<file path="src/rtl/pattern_serializer_if.sv">
// Start-request bundle for pattern_serializer: pattern, length and repeat count are qualified by start_valid.
// The slave raises start_ready only while idle, so a request is accepted on a single valid&&ready cycle.
interface pattern_serializer_if #(
    parameter int width       = 10,
    parameter int len_width   = 4,
    parameter int count_width = 4
);
    logic                   start_valid;
    logic                   start_ready;
    logic [width-1:0]       pattern;
    logic [len_width-1:0]   length;
    logic [count_width-1:0] repeat_count;

    modport master (
        output start_valid,
        output pattern,
        output length,
        output repeat_count,
        input  start_ready
    );

    modport slave (
        input  start_valid,
        input  pattern,
        input  length,
        input  repeat_count,
        output start_ready
    );
endinterface

</file>
<file path="src/rtl/pattern_serializer.sv">
// Shifts a latched pattern out LSB first, one bit per enable strobe, with optional repeats separated by idle gap bits.
// First bit appears the cycle after acceptance; requests are accepted only in IDLE and dropped (not queued) otherwise.
module pattern_serializer #(
    parameter int width       = 10,
    parameter int len_width   = 4,
    parameter int count_width = 4,
    parameter int gap_bits    = 2
) (
    input  logic                 clock,
    input  logic                 reset_n,
    input  logic                 enable,
    pattern_serializer_if.slave  start,
    output logic                 out,
    output logic                 out_valid,
    output logic                 busy,
    output logic                 done
);
    localparam int index_w = (width > 1) ? $clog2(width) : 1;
    localparam int len_w   = $clog2(width + 1);
    localparam int gap_w   = (gap_bits > 0) ? $clog2(gap_bits + 1) : 1;
    localparam int reps_w  = count_width + 1;

    typedef enum logic [1:0] {
        IDLE = 2'd0,
        SEND = 2'd1,
        GAP  = 2'd2,
        DONE = 2'd3
    } state_t;

    state_t              state_q, state_d;
    logic [width-1:0]    pat_q, pat_d;
    logic [len_w-1:0]    len_q, len_d;
    logic [reps_w-1:0]   reps_q, reps_d;
    logic [index_w-1:0]  index_q, index_d;
    logic [gap_w-1:0]    gap_q, gap_d;

    logic [len_w-1:0]    eff_len;
    logic [reps_w-1:0]   eff_reps;
    logic                last_bit;
    logic                gap_last;

    // Zero or oversize lengths fall back to the full pattern width.
    always_comb begin
        eff_len = len_w'(width);
        if (start.length != '0 && int'(start.length) <= width) begin
            eff_len = len_w'(start.length);
        end
    end

    assign eff_reps = (start.repeat_count == '0) ? reps_w'(1) : reps_w'(start.repeat_count);
    assign last_bit = (int'(index_q) + 1) >= int'(len_q);
    assign gap_last = (int'(gap_q) + 1) >= gap_bits;

    always_ff @(posedge clock or negedge reset_n) begin
        if (!reset_n) begin
            state_q <= IDLE;
            pat_q   <= '0;
            len_q   <= '0;
            reps_q  <= '0;
            index_q <= '0;
            gap_q   <= '0;
        end else begin
            state_q <= state_d;
            pat_q   <= pat_d;
            len_q   <= len_d;
            reps_q  <= reps_d;
            index_q <= index_d;
            gap_q   <= gap_d;
        end
    end

    always_comb begin
        state_d = state_q;
        pat_d   = pat_q;
        len_d   = len_q;
        reps_d  = reps_q;
        index_d = index_q;
        gap_d   = gap_q;
        case (state_q)
            IDLE: begin
                // enable is deliberately not looked at here: a strobe in the acceptance cycle is ignored.
                if (start.start_valid) begin
                    pat_d   = start.pattern;
                    len_d   = eff_len;
                    reps_d  = eff_reps;
                    index_d = '0;
                    gap_d   = '0;
                    state_d = SEND;
                end
            end
            SEND: begin
                if (enable) begin
                    if (!last_bit) begin
                        index_d = index_q + 1'b1;
                    end else begin
                        reps_d  = reps_q - 1'b1;
                        index_d = '0;
                        if (reps_q == reps_w'(1)) begin
                            state_d = DONE;
                        end else if (gap_bits > 0) begin
                            gap_d   = '0;
                            state_d = GAP;
                        end
                    end
                end
            end
            GAP: begin
                if (enable) begin
                    if (gap_last) begin
                        gap_d   = '0;
                        index_d = '0;
                        state_d = SEND;
                    end else begin
                        gap_d = gap_q + 1'b1;
                    end
                end
            end
            DONE: begin
                state_d = IDLE;
            end
            default: begin
                state_d = IDLE;
            end
        endcase
    end

    // Outputs decode registered state only, so start_valid never reaches them combinationally.
    assign start.start_ready = (state_q == IDLE);
    assign out_valid         = (state_q == SEND);
    assign out               = (state_q == SEND) && pat_q[index_q];
    assign busy              = (state_q != IDLE);
    assign done              = (state_q == DONE);
endmodule

</file>
<file path="src/flat_wrapper.sv">
// flat-port wrapper written by rule: the top's interface ports become plain ports
module pattern_serializer_flat 
#(
    parameter int width       = 10,
    parameter int len_width   = 4,
    parameter int count_width = 4,
    parameter int gap_bits    = 2
)
  (clock, reset_n, enable, out, out_valid, busy, done, start_start_valid, start_pattern, start_length, start_repeat_count, start_start_ready);
  pattern_serializer_if #(.width(width), .len_width(len_width), .count_width(count_width)) start_i ();
  input  logic clock;
  input  logic reset_n;
  input  logic enable;
  output logic out;
  output logic out_valid;
  output logic busy;
  output logic done;
  input wire logic [$bits(start_i.start_valid)-1:0] start_start_valid;
  input wire logic [$bits(start_i.pattern)-1:0] start_pattern;
  input wire logic [$bits(start_i.length)-1:0] start_length;
  input wire logic [$bits(start_i.repeat_count)-1:0] start_repeat_count;
  output wire logic [$bits(start_i.start_ready)-1:0] start_start_ready;
  assign start_i.start_valid = start_start_valid;
  assign start_i.pattern = start_pattern;
  assign start_i.length = start_length;
  assign start_i.repeat_count = start_repeat_count;
  assign start_start_ready = start_i.start_ready;
  pattern_serializer #(.width(width), .len_width(len_width), .count_width(count_width), .gap_bits(gap_bits)) u_core (.clock(clock), .reset_n(reset_n), .enable(enable), .start(start_i), .out(out), .out_valid(out_valid), .busy(busy), .done(done));
endmodule
</file>
<file path="config.mk">
export PLATFORM = sky130hd
export DESIGN_NAME = pattern_serializer_flat
export DESIGN_NICKNAME = d
export VERILOG_FILES = /design/src/rtl/pattern_serializer_if.sv /design/src/rtl/pattern_serializer.sv /design/src/flat_wrapper.sv
export SDC_FILE = /design/constraint.sdc
export NUM_CORES = 1
export LEC_CHECK = 0
export ABC_CLOCK_PERIOD_IN_PS = 2600
export CORE_AREA = 4 4 73 75
export CTS_BUF_LIST = sky130_fd_sc_hd__clkbuf_2
export DETAILED_ROUTE_END_ITERATION = 10
export DIE_AREA = 0 0 77 79
export HOLD_SLACK_MARGIN = 0.08
export PLACE_DENSITY = 0.63
export SETUP_SLACK_MARGIN = 0.05
export SKIP_LAST_GASP = 1
export SLEW_MARGIN = 20
export SYNTH_ARGS = -nofsm -noshare
export SYNTH_HDL_FRONTEND = slang
export SYNTH_SLANG_ARGS = --single-unit
</file>
<file path="constraint.sdc">
create_clock -name clock -period 2.6 [get_ports clock]
set_input_delay 0.52 -clock clock [delete_from_list [all_inputs] [get_ports clock]]
set_output_delay 0.52 -clock clock [all_outputs]
set_load 0.05 [all_outputs]
</file>
==> metrics.txt, run 1 <==
# TYPE chip_impl_metric gauge
chip_impl_metric{name="via_count_of_the_first_global_routing_pass",unit=""} 1155
chip_impl_info{name="r2r-end",value="u_core.index_q[2]$_DFFE_PN0P_"} 1
chip_impl_metric{name="layout_overhead_on_the_synthesized_area",unit="%"} 21.4
chip_impl_metric{name="cap_violations",unit=""} 0
chip_impl_metric{name="cts.path.max_buffers",unit=""} 2
chip_impl_metric{name="worstPathRequired",unit="ps"} 2080
chip_impl_metric{name="placeableCoreArea",unit="um^2"} 4660
chip_impl_info{name="rsz_0062_raised_after_global_routing",value="yes"} 1
chip_impl_metric{name="detail_route.first_pass.iterations",unit=""} 5
chip_impl_info{name="root_buffer",value="sky130_fd_sc_hd__clkbuf_2"} 1
chip_impl_metric{name="rows",unit=""} 25
chip_impl_metric{name="slew_violations",unit=""} 0
chip_impl_metric{name="worst_r2r_path_depth",unit=""} 8
chip_impl_metric{name="cellPowerDensity",unit="nW/um^2"} 1060
chip_impl_metric{name="cts_hold_repair.buffers",unit=""} 0
chip_impl_metric{name="post-layout-total-power",unit="mW"} 2.02
chip_impl_metric{name="synth.ff_latch_count",unit=""} 27
chip_impl_metric{name="timing.critical_path.fanout_max",unit=""} 3
chip_impl_metric{name="io_buffers",unit=""} 26
chip_impl_info{name="yosysMostFrequentCell",value="sky130_fd_sc_hd__dfrtp_1"} 1
chip_impl_metric{name="post_drt_via_cell_ratio",unit=""} 5.20
chip_impl_metric{name="placed_cells",unit=""} 228
chip_impl_info{name="ys.flop_type",value="sky130_fd_sc_hd__dfrtp_1"} 1
chip_impl_metric{name="synthesis.nets",unit=""} 183
chip_impl_metric{name="critPathArrivalTime",unit="ps"} 1900
chip_impl_metric{name="reg2reg_slack",unit="ps"} 340
chip_impl_metric{name="clock.fmax",unit="MHz"} 413
chip_impl_metric{name="power.static_leakage",unit="nW"} 0.841
chip_impl_metric{name="antenna_violations_before_repair",unit=""} 0
chip_impl_metric{name="syn-instance-count",unit=""} 152
chip_impl_metric{name="synthesized_cell_area",unit="um^2"} 1570
chip_impl_metric{name="setup_violations",unit=""} 0
chip_impl_metric{name="final_clock_period_utilization_by_the_worst_path",unit="%"} 93.1
chip_impl_metric{name="finish.net_count",unit=""} 211
chip_impl_info{name="timing.critical_path.to_type",value="output port"} 1
chip_impl_metric{name="per_instance_average_area_after_synthesis",unit="um^2"} 10.3
chip_impl_metric{name="grt_pass1_wl",unit="mm"} 5.31
chip_impl_metric{name="ys_warn_count",unit=""} 0
chip_impl_metric{name="floorplan.die_area",unit="um^2"} 6080
chip_impl_metric{name="final.setup.tns",unit="ps"} 0
chip_impl_info{name="crit_path_start_kind",value="flip-flop"} 1
chip_impl_metric{name="num_antenna_cells",unit=""} 0
chip_impl_info{name="synth_area_leader_cell",value="sky130_fd_sc_hd__dfrtp_1"} 1
chip_impl_metric{name="synthDominantCellAreaShare",unit="%"} 43.0
chip_impl_metric{name="wl",unit="mm"} 3.10
chip_impl_metric{name="critical_path.max_stage_delay",unit="ps"} 490
chip_impl_metric{name="maxSlewHeadroom",unit="%"} 66.2
chip_impl_metric{name="grt_use_met3",unit="%"} 1.93
chip_impl_metric{name="die_h",unit="um"} 79
chip_impl_metric{name="synth_seq_area_share",unit="%"} 43.0
chip_impl_info{name="critical_path.cell_chain",value="mux4_2, mux2i_1, nor2_1, a21oi_1, nor2_1, buf_6"} 1
chip_impl_info{name="post_synth_main_area_contributors",value="sky130_fd_sc_hd__dfrtp_1 43%, sky130_fd_sc_hd__mux2_2 7.9%, sky130_fd_sc_hd__ha_1 7.2%"} 1
chip_impl_metric{name="avgRoutedWirePerCell",unit="um"} 13.3
chip_impl_metric{name="grt_remaining_overflow",unit=""} 0
chip_impl_metric{name="clock-sinks",unit=""} 27
chip_impl_metric{name="grt_util_met1",unit="%"} 13.8
chip_impl_metric{name="ir_drop",unit="V"} 0.000481
chip_impl_metric{name="num_vias",unit=""} 1211
chip_impl_metric{name="grt_start_max_net_pins",unit=""} 28
chip_impl_metric{name="ios",unit=""} 27
chip_impl_metric{name="initialDrtViolationCount",unit=""} 37
chip_impl_info{name="endpoint",value="out"} 1
chip_impl_info{name="synth_common_cells",value="27 x sky130_fd_sc_hd__dfrtp_1, 15 x sky130_fd_sc_hd__nand2_1, 11 x sky130_fd_sc_hd__mux2_2"} 1
chip_impl_info{name="cpMaxStageDelayCell",value="sky130_fd_sc_hd__mux4_2"} 1
chip_impl_metric{name="htreeDepth",unit=""} 1
chip_impl_info{name="grt.busiest_layer",value="met2"} 1
chip_impl_metric{name="route.detailed.drc",unit=""} 0
chip_impl_metric{name="async_flop_share",unit="%"} 100
chip_impl_metric{name="globalRouteTotalUtil",unit="%"} 10.7
chip_impl_metric{name="fin_skew",unit="ps"} 16.0
chip_impl_metric{name="num-fill-cells",unit=""} 443
chip_impl_info{name="reg2reg_from",value="u_core.index_q[0]$_DFFE_PN0P_"} 1
chip_impl_metric{name="cts_buffers",unit=""} 3
chip_impl_metric{name="stdcell_count",unit=""} 233
chip_impl_metric{name="max_slew.worst_pin.slew",unit="ps"} 506
chip_impl_info{name="run_status",value="finished, final reports clean"} 1
chip_impl_metric{name="globalplace.congestion",unit=""} 0.814
chip_impl_metric{name="dp.final_hpwl",unit="mm"} 2.31
chip_impl_info{name="critical_path_class",value="reg -> out"} 1
chip_impl_metric{name="hold_violations",unit=""} 0
chip_impl_metric{name="count_of_flip_flops_with_a_built_in_enable_after_synthesis",unit=""} 0
chip_impl_metric{name="grt_util_met2",unit="%"} 18.2
chip_impl_info{name="cts_tree",value="yes"} 1
chip_impl_metric{name="synthDistinctLibCells",unit=""} 41
chip_impl_metric{name="cts.clk_slew.worst_paths",unit="ps"} 300
chip_impl_info{name="hp-class",value="in -> async"} 1
chip_impl_metric{name="floorplan.initialDensity",unit="%"} 33.7
chip_impl_info{name="critical_path.startpoint",value="u_core.index_q[0]$_DFFE_PN0P_"} 1
chip_impl_metric{name="die_width",unit="um"} 77
chip_impl_metric{name="post_route_cells_drive_above_1_share",unit="%"} 16.2
chip_impl_metric{name="finalWorstPathRequiredPeriod",unit="ps"} 2420
chip_impl_info{name="worst_path_most_repeated_cell",value="sky130_fd_sc_hd__nor2_1"} 1
chip_impl_metric{name="drt.antenna.violating_nets",unit=""} 0
chip_impl_metric{name="clkLatencyLatePin",unit="ps"} 400
final cells by class:
| type | instances | area, um^2 | share of cell area, % |
|---|---|---|---|
| Multi-Input combinational cell | 109 | 818 | 42.9 |
| Clock inverter | 1 | 8.76 | 0.459 |
| Inverter | 10 | 37.5 | 1.97 |
| Sequential cell | 27 | 677 | 35.5 |
| Timing Repair Buffer | 29 | 284 | 14.9 |
| Tap cell | 54 | 67.6 | 3.54 |
| Clock buffer | 3 | 15.0 | 0.787 |
registers in the layout, indices dropped and copies added (netlist names):
register	cells
u_core.pat_q	10
u_core.reps_q	5
u_core.index_q	4
u_core.len_q	4
u_core.gap_q	2
u_core.state_q	2
worst min-delay path by stage:
stage	startpoint	end	cells past startpoint
after global routing	reset_n	u_core.state_q[1]$_DFFE_PN0P_	2
after global placement	u_core.len_q[2]$_DFFE_PN0P_	u_core.len_q[2]$_DFFE_PN0P_	2
after detailed placement	u_core.len_q[2]$_DFFE_PN0P_	u_core.len_q[2]$_DFFE_PN0P_	2
after floorplan	reset_n	u_core.gap_q[0]$_DFFE_PN0P_	0
after CTS	reset_n	u_core.gap_q[1]$_DFFE_PN0P_	2
final	reset_n	u_core.reps_q[3]$_DFFE_PN0P_	2
stage by stage:
stage / hold slack [ps] / instance area (um^2) / setup slack (ps) / utilization, %
2_1_floorplan: 224 / 1570 / 350 / -
3_3_place_gp: 477 / 1860 / 269 / 39.9
3_5_place_dp: 483 / 1860 / 237 / 39.9
4_1_cts: 439 / 1890 / 69.2 / 40.6
5_1_grt: 442 / 1910 / 8.46 / 40.9
6_report: 427 / 1910 / 180 / 40.9
worst max-delay path: cells and delay by family (launching register included):
kind / cells / cell delay [ps]
buffers and inverters: 1 / 160
and+or+nand+nor: 2 / 130
AOI/OAI and AO/OA: 1 / 120
muxes: 2 / 640
DFF: 1 / 470
routing by layer:
metal  routed length (um)  share of wire (%)
met2                 1500                 48
met3                  104                3.4
met4                   37                1.2
met1                 1460                 47
met5                    0                  0
report_power, final:
part | switching, mW | internal, mW | total [mW]
Clock | 0.147 | 0.0406 | 0.188
Sequential | 0.138 | 0.602 | 0.740
Combinational | 0.603 | 0.488 | 1.09
Total | 0.888 | 1.13 | 2.02
repair_timing:
item,in CTS,in global routing
resized for setup,1,4
endpoints found under the setup margin,1,4
buffers inserted,1,0
pin swaps,0,1
layout by cell type, fill, tap and decap left out, types with 7 or more instances in the layout:
| master | count |
|---|---|
| sky130_fd_sc_hd__a21oi_1 | 7 |
| sky130_fd_sc_hd__clkdlybuf4s50_1 | 21 |
| sky130_fd_sc_hd__dfrtp_1 | 26 |
| sky130_fd_sc_hd__ha_1 | 9 |
| sky130_fd_sc_hd__inv_1 | 9 |
| sky130_fd_sc_hd__mux2_2 | 11 |
| sky130_fd_sc_hd__nand2_1 | 15 |
| sky130_fd_sc_hd__nor2_1 | 7 |
| sky130_fd_sc_hd__nor3_1 | 7 |
| sky130_fd_sc_hd__o21ai_0 | 10 |
kinds of logic after synthesis:
group,share of synthesized area [%]
and+or+nand+nor,15.7
AOI/OAI and AO/OA,14.4
DFF,43.0
muxes,13.3
buffers and inverters,5.33
adders and majority gates,7.17
xor gates and xnor gates,1.11
(Power assumes the default switching activity.)
==> run 2, diff against run 1 <==
--- a/config.mk
+++ b/config.mk
@@ -12,7 +12,7 @@
 export DIE_AREA = 0 0 77 79
 export HOLD_SLACK_MARGIN = 0.08
 export PLACE_DENSITY = 0.63
-export SETUP_SLACK_MARGIN = 0.05
+export SETUP_SLACK_MARGIN = 0.5
 export SKIP_LAST_GASP = 1
 export SLEW_MARGIN = 20
 export SYNTH_ARGS = -nofsm -noshare
==> metrics.txt, run 2 (synthesis gave the netlist of run 1 again) <==
# TYPE chip_impl_metric gauge
chip_impl_info{name="hp-class",value="in -> async"} 1
chip_impl_metric{name="ios",unit=""} 27
chip_impl_metric{name="floorplan.initialDensity",unit="%"} 33.7
chip_impl_metric{name="number_of_flip_flops_under_the_largest_register_name",unit=""} 10
chip_impl_metric{name="globalplace.congestion",unit=""} 0.772
chip_impl_metric{name="grt_pass1_wl",unit="mm"} 5.38
chip_impl_metric{name="finish.net_count",unit=""} 224
chip_impl_metric{name="post-route-util",unit="%"} 45.2
chip_impl_metric{name="routed-wl-met3",unit="um"} 91
chip_impl_metric{name="layout_overhead_on_the_synthesized_area",unit="%"} 34.2
chip_impl_metric{name="num_vias",unit=""} 1275
chip_impl_metric{name="via_count_of_the_first_global_routing_pass",unit=""} 1195
chip_impl_metric{name="grt_start_max_net_pins",unit=""} 28
chip_impl_metric{name="final_critical_path_setup_slack",unit="ps"} 159
chip_impl_metric{name="htreeDepth",unit=""} 1
chip_impl_metric{name="hold_violations",unit=""} 0
chip_impl_metric{name="slew_violations",unit=""} 0
chip_impl_metric{name="setup_violations",unit=""} 0
chip_impl_info{name="layout.cells.most_common",value="sky130_fd_sc_hd__dfrtp_1"} 1
chip_impl_metric{name="placeableCoreArea",unit="um^2"} 4660
chip_impl_info{name="cts_tree",value="yes"} 1
chip_impl_info{name="crit_path_start_kind",value="flip-flop"} 1
chip_impl_metric{name="antenna_violations_before_repair",unit=""} 0
chip_impl_metric{name="detail_route.first_pass.iterations",unit=""} 4
chip_impl_metric{name="clock.fmax",unit="MHz"} 410
chip_impl_info{name="critical_path_class",value="reg -> out"} 1
chip_impl_metric{name="initialDrtViolationCount",unit=""} 46
chip_impl_metric{name="cts.clk_slew.worst_paths",unit="ps"} 270
chip_impl_info{name="rsz_0062_raised_after_global_routing",value="yes"} 1
chip_impl_metric{name="wl",unit="mm"} 3.20
chip_impl_metric{name="num-fill-cells",unit=""} 430
chip_impl_metric{name="avgRoutedWirePerCell",unit="um"} 13.0
chip_impl_metric{name="num_antenna_cells",unit=""} 0
chip_impl_metric{name="pre_cts_ws",unit="ps"} 281
chip_impl_metric{name="floorplan.die_area",unit="um^2"} 6080
chip_impl_info{name="registers.top_by_ff_count",value="u_core.pat_q"} 1
chip_impl_info{name="top_flop_regs",value="u_core.pat_q (10), u_core.reps_q (5)"} 1
chip_impl_metric{name="die_width",unit="um"} 77
chip_impl_metric{name="cts.path.max_buffers",unit=""} 2
chip_impl_metric{name="dp.final_hpwl",unit="mm"} 2.31
chip_impl_metric{name="met2WireLength",unit="mm"} 1.64
chip_impl_metric{name="route.detailed.drc",unit=""} 0
chip_impl_metric{name="critPathArrivalTime",unit="ps"} 1920
chip_impl_metric{name="globalRouteTotalUtil",unit="%"} 10.8
chip_impl_metric{name="finalWorstPathRequiredPeriod",unit="ps"} 2440
chip_impl_metric{name="fin_skew",unit="ps"} 5.04
chip_impl_metric{name="route.layer.met1.wl",unit="mm"} 1.43
chip_impl_metric{name="post_route_cells_drive_above_1_share",unit="%"} 31.3
chip_impl_metric{name="final_clock_period_utilization_by_the_worst_path",unit="%"} 93.9
chip_impl_metric{name="post_drt_via_cell_ratio",unit=""} 5.18
chip_impl_metric{name="die_h",unit="um"} 79
chip_impl_metric{name="max_slew.worst_pin.slew",unit="ps"} 437
chip_impl_metric{name="drt.antenna.violating_nets",unit=""} 0
chip_impl_metric{name="maxSlewHeadroom",unit="%"} 70.5
chip_impl_info{name="final_cell_mix",value="24 x sky130_fd_sc_hd__dfrtp_1, 21 x sky130_fd_sc_hd__clkdlybuf4s50_1, 14 x sky130_fd_sc_hd__nand2_1, 13 x sky130_fd_sc_hd__buf_4, 11 x sky130_fd_sc_hd__mux2_2"} 1
chip_impl_metric{name="grt_remaining_overflow",unit=""} 0
chip_impl_metric{name="clkLatencyLatePin",unit="ps"} 360
chip_impl_metric{name="ir_drop",unit="V"} 0.000467
chip_impl_metric{name="rows",unit=""} 25
chip_impl_metric{name="reg2reg_slack",unit="ps"} 390
chip_impl_metric{name="io_buffers",unit=""} 26
chip_impl_metric{name="cap_violations",unit=""} 0
chip_impl_metric{name="cellPowerDensity",unit="nW/um^2"} 1090
chip_impl_metric{name="final.setup.tns",unit="ps"} 0
chip_impl_metric{name="timing.critical_path.fanout_max",unit=""} 3
chip_impl_metric{name="worstPathRequired",unit="ps"} 2080
chip_impl_metric{name="cts_hold_repair.buffers",unit=""} 0
chip_impl_metric{name="clock-sinks",unit=""} 27
chip_impl_metric{name="power.static_leakage",unit="nW"} 0.888
chip_impl_info{name="timing.critical_path.to_type",value="output port"} 1
chip_impl_metric{name="cts_buffers",unit=""} 3
chip_impl_info{name="run_status",value="finished, final reports clean"} 1
chip_impl_info{name="root_buffer",value="sky130_fd_sc_hd__clkbuf_2"} 1
chip_impl_info{name="route.top_layer_used",value="met4"} 1
==> run 2: area by class of cell <==
| type | instances | area (um^2) | area share [%] |
|---|---|---|---|
| clock buffer | 3 | 15.0 | 0.712 |
| clock inverter | 1 | 7.51 | 0.356 |
| inverter | 10 | 37.5 | 1.78 |
| multi-input combinational | 109 | 916 | 43.4 |
| sequential | 27 | 679 | 32.2 |
| tap | 54 | 67.6 | 3.20 |
| timing repair buffer | 42 | 385 | 18.3 |
==> run 2: path summary, 6_finish.rpt <==
kind	startpoint	to	depth (start not counted)
worst min register to register	u_core.pat_q[7]$_DFFE_PN0P_	u_core.pat_q[7]$_DFFE_PN0P_	1
worst max register to register	u_core.index_q[0]$_DFFE_PN0P_	u_core.index_q[2]$_DFFE_PN0P_	9
max in group asynchronous	reset_n	u_core.index_q[0]$_DFFE_PN0P_	2
min in group clock	u_core.pat_q[7]$_DFFE_PN0P_	u_core.pat_q[7]$_DFFE_PN0P_	1
worst max-delay path	u_core.index_q[0]$_DFFE_PN0P_	out	7
worst min-delay path	reset_n	u_core.reps_q[3]$_DFFE_PN0P_	2
==> run 2: power breakdown <==
group	internal [mW]	switching, mW	total, mW
Sequential	0.603	0.119	0.722
Combinational	0.673	0.730	1.40
Clock	0.0356	0.131	0.167
==> run 2: what timing repair did <==
item,CTS,global route
hold endpoints to repair,0,0
pin swaps,3,10
endpoints found under the setup margin,16,16
setup buffers,3,9
gates resized for setup,19,22
==> run 2: through the flow <==
stage	cells	hold slack, ps	total power, mW	instance area [um^2]
floorplan	152	224	1.57	1580
global placement	230	474	1.83	1880
detailed placement	230	481	1.85	1880
CTS	237	471	2.12	1970
global route	246	471	2.50	2110
finish	246	475	2.29	2110
==> run 2: metal layers <==
layer  track usage (%)  up-vias
li1                  -      628
met1              13.5      627
met5                 0        -
met2              18.8       18
met3              1.70        2
met4              3.74        0
==> run 2: critical path: stages (launching register included) <==
cell	delay [ps]
sky130_fd_sc_hd__dfrtp_2	440
sky130_fd_sc_hd__buf_6	110
sky130_fd_sc_hd__mux4_2	490
sky130_fd_sc_hd__mux2i_1	140
sky130_fd_sc_hd__nor2_1	50
sky130_fd_sc_hd__a21oi_1	140
sky130_fd_sc_hd__nor2_2	50
sky130_fd_sc_hd__buf_6	150
==> run 3, diff against run 2 <==
--- a/config.mk
+++ b/config.mk
@@ -10,11 +10,9 @@
 export CTS_BUF_LIST = sky130_fd_sc_hd__clkbuf_2
 export DETAILED_ROUTE_END_ITERATION = 10
 export DIE_AREA = 0 0 77 79
-export HOLD_SLACK_MARGIN = 0.08
 export PLACE_DENSITY = 0.63
 export SETUP_SLACK_MARGIN = 0.5
 export SKIP_LAST_GASP = 1
-export SLEW_MARGIN = 20
 export SYNTH_ARGS = -nofsm -noshare
 export SYNTH_HDL_FRONTEND = slang
 export SYNTH_SLANG_ARGS = --single-unit
==> results of run 3 <==
No change in the layout: final DEF, timing and power equal those of run 2.
